===== config.mk =====
export PLATFORM = sky130hd
export DESIGN_NAME = fwd_hazard_scoreboard
export DESIGN_NICKNAME = d
export VERILOG_FILES = /design/src/rtl/fwd_pkg.sv /design/src/rtl/fwd_src_select.sv /design/src/rtl/fwd_hazard_scoreboard.sv
export SDC_FILE = /design/constraint.sdc
export NUM_CORES = 1
export LEC_CHECK = 0
export BUFFER_PORTS_ARGS = -buffer_cell sky130_fd_sc_hd__buf_2
export CAP_MARGIN = 5
export CORE_MARGIN = 2
export CORE_UTILIZATION = 48
export CTS_CLUSTER_DIAMETER = 120
export DETAILED_ROUTE_END_ITERATION = 8
export PLACE_DENSITY = 0.77
export SLEW_MARGIN = 20
export SYNTH_ARGS = -nofsm -noshare
export SYNTH_HDL_FRONTEND = slang
export SYNTH_SLANG_ARGS = --single-unit

===== constraint.sdc =====
create_clock -name Clk -period 2 [get_ports Clk]
set_clock_uncertainty 0.15 [all_clocks]
set_input_delay 0.1 -clock Clk [delete_from_list [all_inputs] [get_ports Clk]]
set_output_delay 0.1 -clock Clk [all_outputs]
set_load 0.005 [all_outputs]

===== src/rtl/fwd_pkg.sv =====
// Shared types and helpers for the forwarding/hazard scoreboard.
// Entry rd is stored at a fixed maximum width; narrower register addresses are zero-extended.
package fwd_pkg;

  localparam int FWD_MAX_ADDR_W = 8;
  localparam int FWD_SEL_RF     = 0;

  typedef struct packed {
    logic                      valid;
    logic [FWD_MAX_ADDR_W-1:0] rd;
    logic                      wr;
    logic                      ld;
  } sb_entry_t;

  // r0 and non-writing entries never produce a forwardable value.
  function automatic logic entry_match(input sb_entry_t               e,
                                       input logic [FWD_MAX_ADDR_W-1:0] src,
                                       input logic                    used);
    return e.valid & e.wr & (e.rd != '0) & (e.rd == src) & used;
  endfunction

endpackage


===== src/rtl/fwd_src_select.sv =====
// Combinational priority encoder for one source operand: forward select
// (youngest producer wins) and load-use hazard flag.
module fwd_src_select
  import fwd_pkg::*;
#(
  parameter int DEPTH            = 3,
  parameter int LOAD_READY_STAGE = 2,
  parameter int SEL_W            = 2
) (
  input  sb_entry_t [DEPTH-1:0]      i_entries,
  input  logic [FWD_MAX_ADDR_W-1:0]  i_src,
  input  logic                       i_used,
  output logic [SEL_W-1:0]           o_sel,
  output logic                       o_load_hazard
);

  logic [DEPTH-1:0] w_match;

  for (genvar s = 0; s < DEPTH; s++) begin : g_match
    assign w_match[s] = entry_match(i_entries[s], i_src, i_used);
  end

  always_comb begin
    o_sel         = SEL_W'(FWD_SEL_RF);
    o_load_hazard = 1'b0;
    // Last stage is skipped: the register file writes before it is read.
    for (int s = DEPTH - 2; s >= 0; s--) begin
      if (w_match[s]) o_sel = SEL_W'(s + 1);
    end
    for (int s = 0; s < DEPTH; s++) begin
      if (w_match[s] && i_entries[s].ld && ((s + 1) < LOAD_READY_STAGE))
        o_load_hazard = 1'b1;
    end
  end

endmodule


===== src/rtl/fwd_hazard_scoreboard.sv =====
// Forwarding/hazard scoreboard: tracks in-flight destinations from EX onward and
// produces load-use stall plus registered EX forward selects. Optional StallCount under FWD_PERF_CNT_EN.
module fwd_hazard_scoreboard
  import fwd_pkg::*;
#(
  parameter int NUM_SRC          = 2,
  parameter int REG_ADDR_W       = 5,
  parameter int DEPTH            = 3,
  parameter int LOAD_READY_STAGE = 2,
  parameter int SEL_W            = 2
) (
  input  logic                          Clk,
  input  logic                          Reset,
  input  logic                          IDValid,
  input  logic [REG_ADDR_W-1:0]         IDRd,
  input  logic                          IDRegWrite,
  input  logic                          IDMemRead,
  input  logic [NUM_SRC*REG_ADDR_W-1:0] IDSrc,
  input  logic [NUM_SRC-1:0]            IDSrcUsed,
  input  logic                          Flush,
  output logic                          Stall,
  output logic [NUM_SRC*SEL_W-1:0]      EXFwdSel,
  output logic [DEPTH-1:0]              StageValid
`ifdef FWD_PERF_CNT_EN
  ,
  output logic [31:0]                   StallCount
`endif
);

  sb_entry_t [DEPTH-1:0]       r_entries;
  logic [NUM_SRC*SEL_W-1:0]    r_fwd_sel;
  logic [NUM_SRC*SEL_W-1:0]    w_sel;
  logic [NUM_SRC-1:0]          w_hazard;
  logic                        w_load;
  sb_entry_t                   w_id_entry;

  for (genvar i = 0; i < NUM_SRC; i++) begin : g_src
    fwd_src_select #(
      .DEPTH            (DEPTH),
      .LOAD_READY_STAGE (LOAD_READY_STAGE),
      .SEL_W            (SEL_W)
    ) u_sel (
      .i_entries     (r_entries),
      .i_src         (FWD_MAX_ADDR_W'(IDSrc[i*REG_ADDR_W +: REG_ADDR_W])),
      .i_used        (IDSrcUsed[i]),
      .o_sel         (w_sel[i*SEL_W +: SEL_W]),
      .o_load_hazard (w_hazard[i])
    );
  end

  assign Stall  = IDValid & (|w_hazard);
  assign w_load = IDValid & ~Stall & ~Flush;

  always_comb begin
    w_id_entry       = '0;
    w_id_entry.valid = 1'b1;
    w_id_entry.rd    = FWD_MAX_ADDR_W'(IDRd);
    w_id_entry.wr    = IDRegWrite | IDMemRead;
    w_id_entry.ld    = IDMemRead;
  end

  always_ff @(posedge Clk) begin
    if (Reset) begin
      r_entries <= '0;
      r_fwd_sel <= '0;
    end else begin
      r_entries[0] <= w_load ? w_id_entry : sb_entry_t'('0);
      for (int s = 1; s < DEPTH; s++) r_entries[s] <= r_entries[s-1];
      r_fwd_sel <= w_load ? w_sel : '0;
    end
  end

  assign EXFwdSel = r_fwd_sel;

  for (genvar s = 0; s < DEPTH; s++) begin : g_occ
    assign StageValid[s] = r_entries[s].valid & r_entries[s].wr;
  end

`ifdef FWD_PERF_CNT_EN
  logic [31:0] r_stall_count;

  // A flushed stall is not a real lost cycle, so it is not counted.
  always_ff @(posedge Clk) begin
    if (Reset) r_stall_count <= '0;
    else if (Stall && !Flush && (r_stall_count != 32'hFFFF_FFFF))
      r_stall_count <= r_stall_count + 32'd1;
  end

  assign StallCount = r_stall_count;
`endif

endmodule


==> results.cfg, run 1 <==
[run_status]
outcome = finished with violations
violations = negative setup slack

[worst_setup_path]
startpoint = r_entries[4]$_SDFF_PP0_
slowest_stage = or4_4
cp_top_family = simple AND/OR/NAND/NOR gates
required_ns = 1.75
critPathKind = flop to output pin
critPathBufInv = 1
critPathArrivalTime_ns = 1.80
ff2ff_setup_slack_ns = 0.23
worstRegToRegCells = 5
worstSetupPathDepth = 5
worst_setup_path_end_kind = output pin
r2r_start = r_entries[4]$_SDFF_PP0_
crit_path_max_incr_delay_ns = 0.53
cp_max_fo = 3
start_kind = flop
critical_path.cell_chain = or4_4, o21a_1, and2_4, and3_4, buf_6

[logic_synthesis]
synth_area_leaders = dfxtp_1 (46%), xnor2_1 (11%), xor2_1 (7.6%)
yosysMostFrequentCell = dfxtp_1
yosysUniqueCellTypes = 22
yosysTopAreaCellShare_pct = 45.8
syn_nets = 117
syn_avg_cell_area_um2 = 9.76
syn_area_um2 = 917
ys_ff_latch = 21
ys_async_sr_fraction_pct = 0
synth_ff_type = dfxtp_1
yosysTopAreaCell = dfxtp_1
seq_area_frac_synth_pct = 45.8
synth_common_cells = dfxtp_1 (21), xnor2_1 (12), nand2_1 (9), nor2b_1 (9)
syn_inst = 94
synth_edf_count = 0
yosysWarningCount = 0

[finish]
fin_nets = 168
fillers = 150
stdcell_count = 169
drive_gt1_share_pct = 31.3
area_growth_pct = 41.6
n_antenna_cell = 0
post-route-util_pct = 73.6

[detailed_routing]
dr.pass1.iters = 4
drc = 0
routed_wl_um = 2130
first_iter_violations = 10
wl_per_cell_um = 12.6
ant_nets = 0
viasPerCell = 4.83
vias = 816

[global_route]
antenna_found_initial = 0
grt_first_pass_wirelength_um = 3280
overflow = 0
grt_max_degree = 14
grt_pass1_vias = 786
track_usage_pct = 21.8

[sta]
finalMaxSlewViolations = 0
relSlewSlack_pct = 76.2
setup_violations = 1
rsz0062_at_grt = yes
worst_slack_ns = -0.0468
tightest_slew_ns = 0.354
period_share_pct = 102
fmaxAchievable_ghz = 0.489
final_hold_viol_count = 0
fin_setup_tns_ns = -0.0468
period_minus_slack_ns = 2.05

[die]
ioPinCount = 31
core_area_mm2 = 0.00176
die_h_um = 47.7
initial_core_util_pct = 52.0
die_x_um = 47.7
dieArea_mm2 = 0.00228
rows = 15

[cts]
clk_latency_ns = 0.31
numCtsBuffers = 3
cts_sinks = 21
htreeDepth = 1
cts.path.max_buffers = 2
cts.clk_slew.worst_paths_ns = 0.11
cts_tree = yes
root_buffer = clkbuf_4

[pwr]
ir_drop_uv = 417
powerDensity_mw_per_mm2 = 571
power_uw = 742
total_leakage_power_nw = 0.573

[min_path]
hp-class = primary input to flop
holdPathStages = 4
hp-start = IDSrc[0]

[placed_design]
gp_congestion = 0.805
port_buffers = 30
post-dp-hpwl_um = 1580
dp_cells = 149

[run]
maxCapViolations = 0
cells by family after synthesis:
| kind of cell | share of synthesized area (%) |
|---|---|
| AOI/OAI and AO/OA | 9.14 |
| xor gates and xnor gates | 19.1 |
| buffers and inverters | 1.64 |
| and+or+nand+nor | 24.3 |
| DFF | 45.8 |
power by group:
part	switching, mW	internal (mW)	total [mW]	leakage (nW)
clock	0.130	0.0763	0.207	0.0139
sequential	0.00654	0.426	0.433	0.171
combinational	0.0418	0.0607	0.102	0.388
total	0.179	0.563	0.742	0.573
cell usage in the layout, fill, tap and decap left out:
cell type | synthesis | final
a211oi_1 | 2 | 2
a21oi_1 | 8 | 8
and2_1 | 3 | 3
and2_4 | 1 | 1
and3_4 | 0 | 1
buf_2 | 0 | 29
buf_4 | 0 | 5
buf_6 | 1 | 1
clkbuf_4 | 0 | 3
clkinvlp_4 | 0 | 1
dfxtp_1 | 21 | 19
dfxtp_2 | 0 | 2
dlygate4sd3_1 | 0 | 13
nand2_1 | 9 | 9
nand4_1 | 4 | 4
nor2_1 | 1 | 1
nor2b_1 | 9 | 9
nor3b_1 | 4 | 4
nor3b_2 | 1 | 1
nor4_1 | 2 | 2
o211a_1 | 1 | 1
o21a_1 | 1 | 1
o21ai_0 | 1 | 1
o22ai_1 | 1 | 1
or4_1 | 2 | 1
or4_4 | 0 | 1
xnor2_1 | 12 | 12
xor2_1 | 8 | 8
per-stage QoR:
| stage | hold slack [ns] | setup WS [ns] | area (µm²) |
|---|---|---|---|
| 2_1_floorplan | 0.0661 | 0.292 | 917 |
| 3_3_place_gp | 0.182 | 0.240 | 1100 |
| 3_5_place_dp | 0.179 | 0.178 | 1100 |
| 4_1_cts | 0.00327 | -0.0707 | 1300 |
| 5_1_grt | 0.0330 | -0.0947 | 1300 |
| 6_report | 0.0117 | -0.0468 | 1300 |
worst min-delay path: stages:
cell	delay, ns
buf_2	0.11
xnor2_1	0.07
nand4_1	0.10
a211oi_1	0.05
sequential cells by signal, indices dropped and copies added, names as in the netlist:
name and count:
EXFwdSel 4, r_entries 17
cell type report:
type,count,area (µm²),share of cell area (%)
Timing Repair Buffer,48,324,25.0
Sequential cell,21,423,32.6
Tap cell,25,31.3,2.41
Multi-Input combinational cell,71,490,37.8
Clock inverter,1,7.51,0.578
Clock buffer,3,22.5,1.73
timing repair:
item | CTS | global route
setup buffers | 3 | 0
gates resized for setup | 5 | 0
endpoints found under the setup margin | 1 | 1
pin swaps | 3 | 2
hold buffers | 13 | 0
hold endpoints to repair | 21 | 0
path summary, 6_finish.rpt:
| check | end |
|---|---|
| max | Stall |
| min | EXFwdSel[1]$_SDFF_PP0_ |
| max reg2reg | r_entries[0]$_SDFF_PP0_ |
| min reg2reg | r_entries[12]$_SDFF_PP0_ |
metal layers:
layer	vias to the layer above	track usage, %	part of all wire [%]
li1	422	-	-
met1	362	24.0	43
met3	4	4.91	4.9
met5	-	0	0
met4	0	9.73	1.3
met2	28	39.5	51
No activity file was read; power rests on OpenSTA's default activity.
==> inputs of run 2 (changes only) <==
BUFFER_PORTS_ARGS = -buffer_cell sky130_fd_sc_hd__buf_4   (was -buffer_cell sky130_fd_sc_hd__buf_2)
CAP_MARGIN = 20   (was 5)
PLACE_DENSITY = 0.88   (was 0.77)
==> run 2 against run 1 <==
  * The run still ends with negative setup slack left
  * Design area is 6.7% higher
  * Clock power hardly changed
  * Worst setup slack better by 0.043 ns
  * First-iteration DRC count is 70% higher
  * Total power is 2.0% higher
  * Sequential cell count stayed put
  * Hold slack better by 0.024 ns
  * Critical path depth stayed put
  * Sequential share of layout area is 2.0 points lower
  * Combinational power is 14% higher
  * Non-clock buffer count is 2 higher
==> results.cfg, run 2 (synthesis gave the netlist of run 1 again) <==
[sta]
rsz0062_at_grt = yes
tightest_slew_ns = 0.384
fin_setup_tns_ns = -0.00427
period_share_pct = 100
setup_violations = 1
worst_slack_ns = -0.00427
holdWs_ns = 0.0359
period_minus_slack_ns = 2.00
fmaxAchievable_ghz = 0.499
relSlewSlack_pct = 74.1
final_hold_viol_count = 0
finalMaxSlewViolations = 0

[detailed_routing]
first_iter_violations = 17
vias = 843
dr.pass1.iters = 4
ant_nets = 0
routed_wl_um = 2280
wl_per_cell_um = 13.3
viasPerCell = 4.93
drc = 0

[placed_design]
gp_congestion = 0.750
port_buffers = 30

[cts]
cts.path.max_buffers = 2
numCtsBuffers = 3
clk_latency_ns = 0.31
htreeDepth = 1
root_buffer = clkbuf_4
cts_sinks = 21
cts_tree = yes
cts.clk_slew.worst_paths_ns = 0.12

[min_path]
hp-class = primary input to flop

[die]
dieArea_mm2 = 0.00228
core_area_mm2 = 0.00176
die_h_um = 47.7
rows = 15
initial_core_util_pct = 52.0
die_x_um = 47.7
ioPinCount = 31

[worst_setup_path]
critPathArrivalTime_ns = 1.75
worst_setup_path_end_kind = output pin
start_kind = flop
startpoint = r_entries[4]$_SDFF_PP0_
r2r-end = EXFwdSel[3]$_SDFF_PP0_
crit_end = Stall
r2r_start = r_entries[4]$_SDFF_PP0_
critPathKind = flop to output pin
cp_max_fo = 2
ff2ff_setup_slack_ns = 0.21
required_ns = 1.75
worstRegToRegCells = 5

[finish]
largest_register_ffs = 17
regMostFlops = r_entries
final_cell_mix = buf_4 (35), dfxtp_1 (18), dlygate4sd3_1 (14)
n_antenna_cell = 0
fin_nets = 170
drive_gt1_share_pct = 31.5
area_growth_pct = 51.2
fillers = 131
layout_commonest_cell = buf_4

[global_route]
track_usage_pct = 22.5
antenna_found_initial = 0
grt_max_degree = 14
grt_pass1_vias = 814
grt_first_pass_wirelength_um = 3350
overflow = 0

[pwr]
total_leakage_power_nw = 0.602
ir_drop_uv = 428
powerDensity_mw_per_mm2 = 546

[run_status]
violations = negative setup slack
outcome = finished with violations

[run]
maxCapViolations = 0
## run 2: worst min-delay path by stage
stage | start | cells past startpoint | end
6_report | Flush | 5 | r_entries[2]$_SDFF_PP0_
5_1_grt | Flush | 5 | r_entries[5]$_SDFF_PP0_
4_1_cts | Flush | 5 | r_entries[4]$_SDFF_PP0_
3_5_place_dp | IDRd[3] | 3 | r_entries[5]$_SDFF_PP0_
3_3_place_gp | IDRd[0] | 3 | r_entries[2]$_SDFF_PP0_
2_1_floorplan | IDMemRead | 2 | r_entries[0]$_SDFF_PP0_
## run 2: timing repair
action	CTS	global route
hold buffers	14	0
resized for setup	4	1
endpoints found under the hold margin	21	0
pin swaps	3	2
setup endpoints to repair	1	1
buffers inserted	4	0
cloned	0	0
## run 2: critical path, stage by stage, from the launching register on
cell and delay (ns):
dfxtp_2 0.34, or4_1 0.51, o21a_1 0.19, and2_4 0.16, and3_4 0.14, buf_6 0.11
## run 2: through the flow
step	total power [mW]	std cells	area (µm²)	worst slack [ns]	util (%)
after floorplan	0.481	94	917	0.292	-
after global placement	0.531	149	1170	0.227	66.5
after detailed placement	0.534	149	1170	0.205	66.5
after CTS	0.759	171	1390	-0.0179	78.5
after global routing	0.796	171	1390	-0.0653	78.6
final	0.757	171	1390	-0.00427	78.6
## run 2: layer usage
layer / routed length, µm / global-route usage [%] / up-vias
met1: 886 / 22.9 / 378
li1: - / - / 426
met3: 121 / 4.53 / 6
met4: 46 / 9.73 / 0
met5: 0 / 0 / -
met2: 1230 / 43.5 / 33
## run 2: final cells by class
class                      count  area, µm²  share of cell area [%]
clock inverter                 1       7.51                   0.542
timing repair buffer          50        414                    29.9
sequential                    21        424                    30.6
tap                           25       31.3                    2.26
multi-input combinational     71        487                    35.1
clock buffer                   3       22.5                    1.62
## run 2: report_power, final
group          switching (mW)  total (mW)  internal [mW]
Clock                   0.132       0.208         0.0763
Sequential            0.00632       0.433          0.427
Combinational          0.0431       0.116         0.0730
Total                   0.181       0.757          0.576
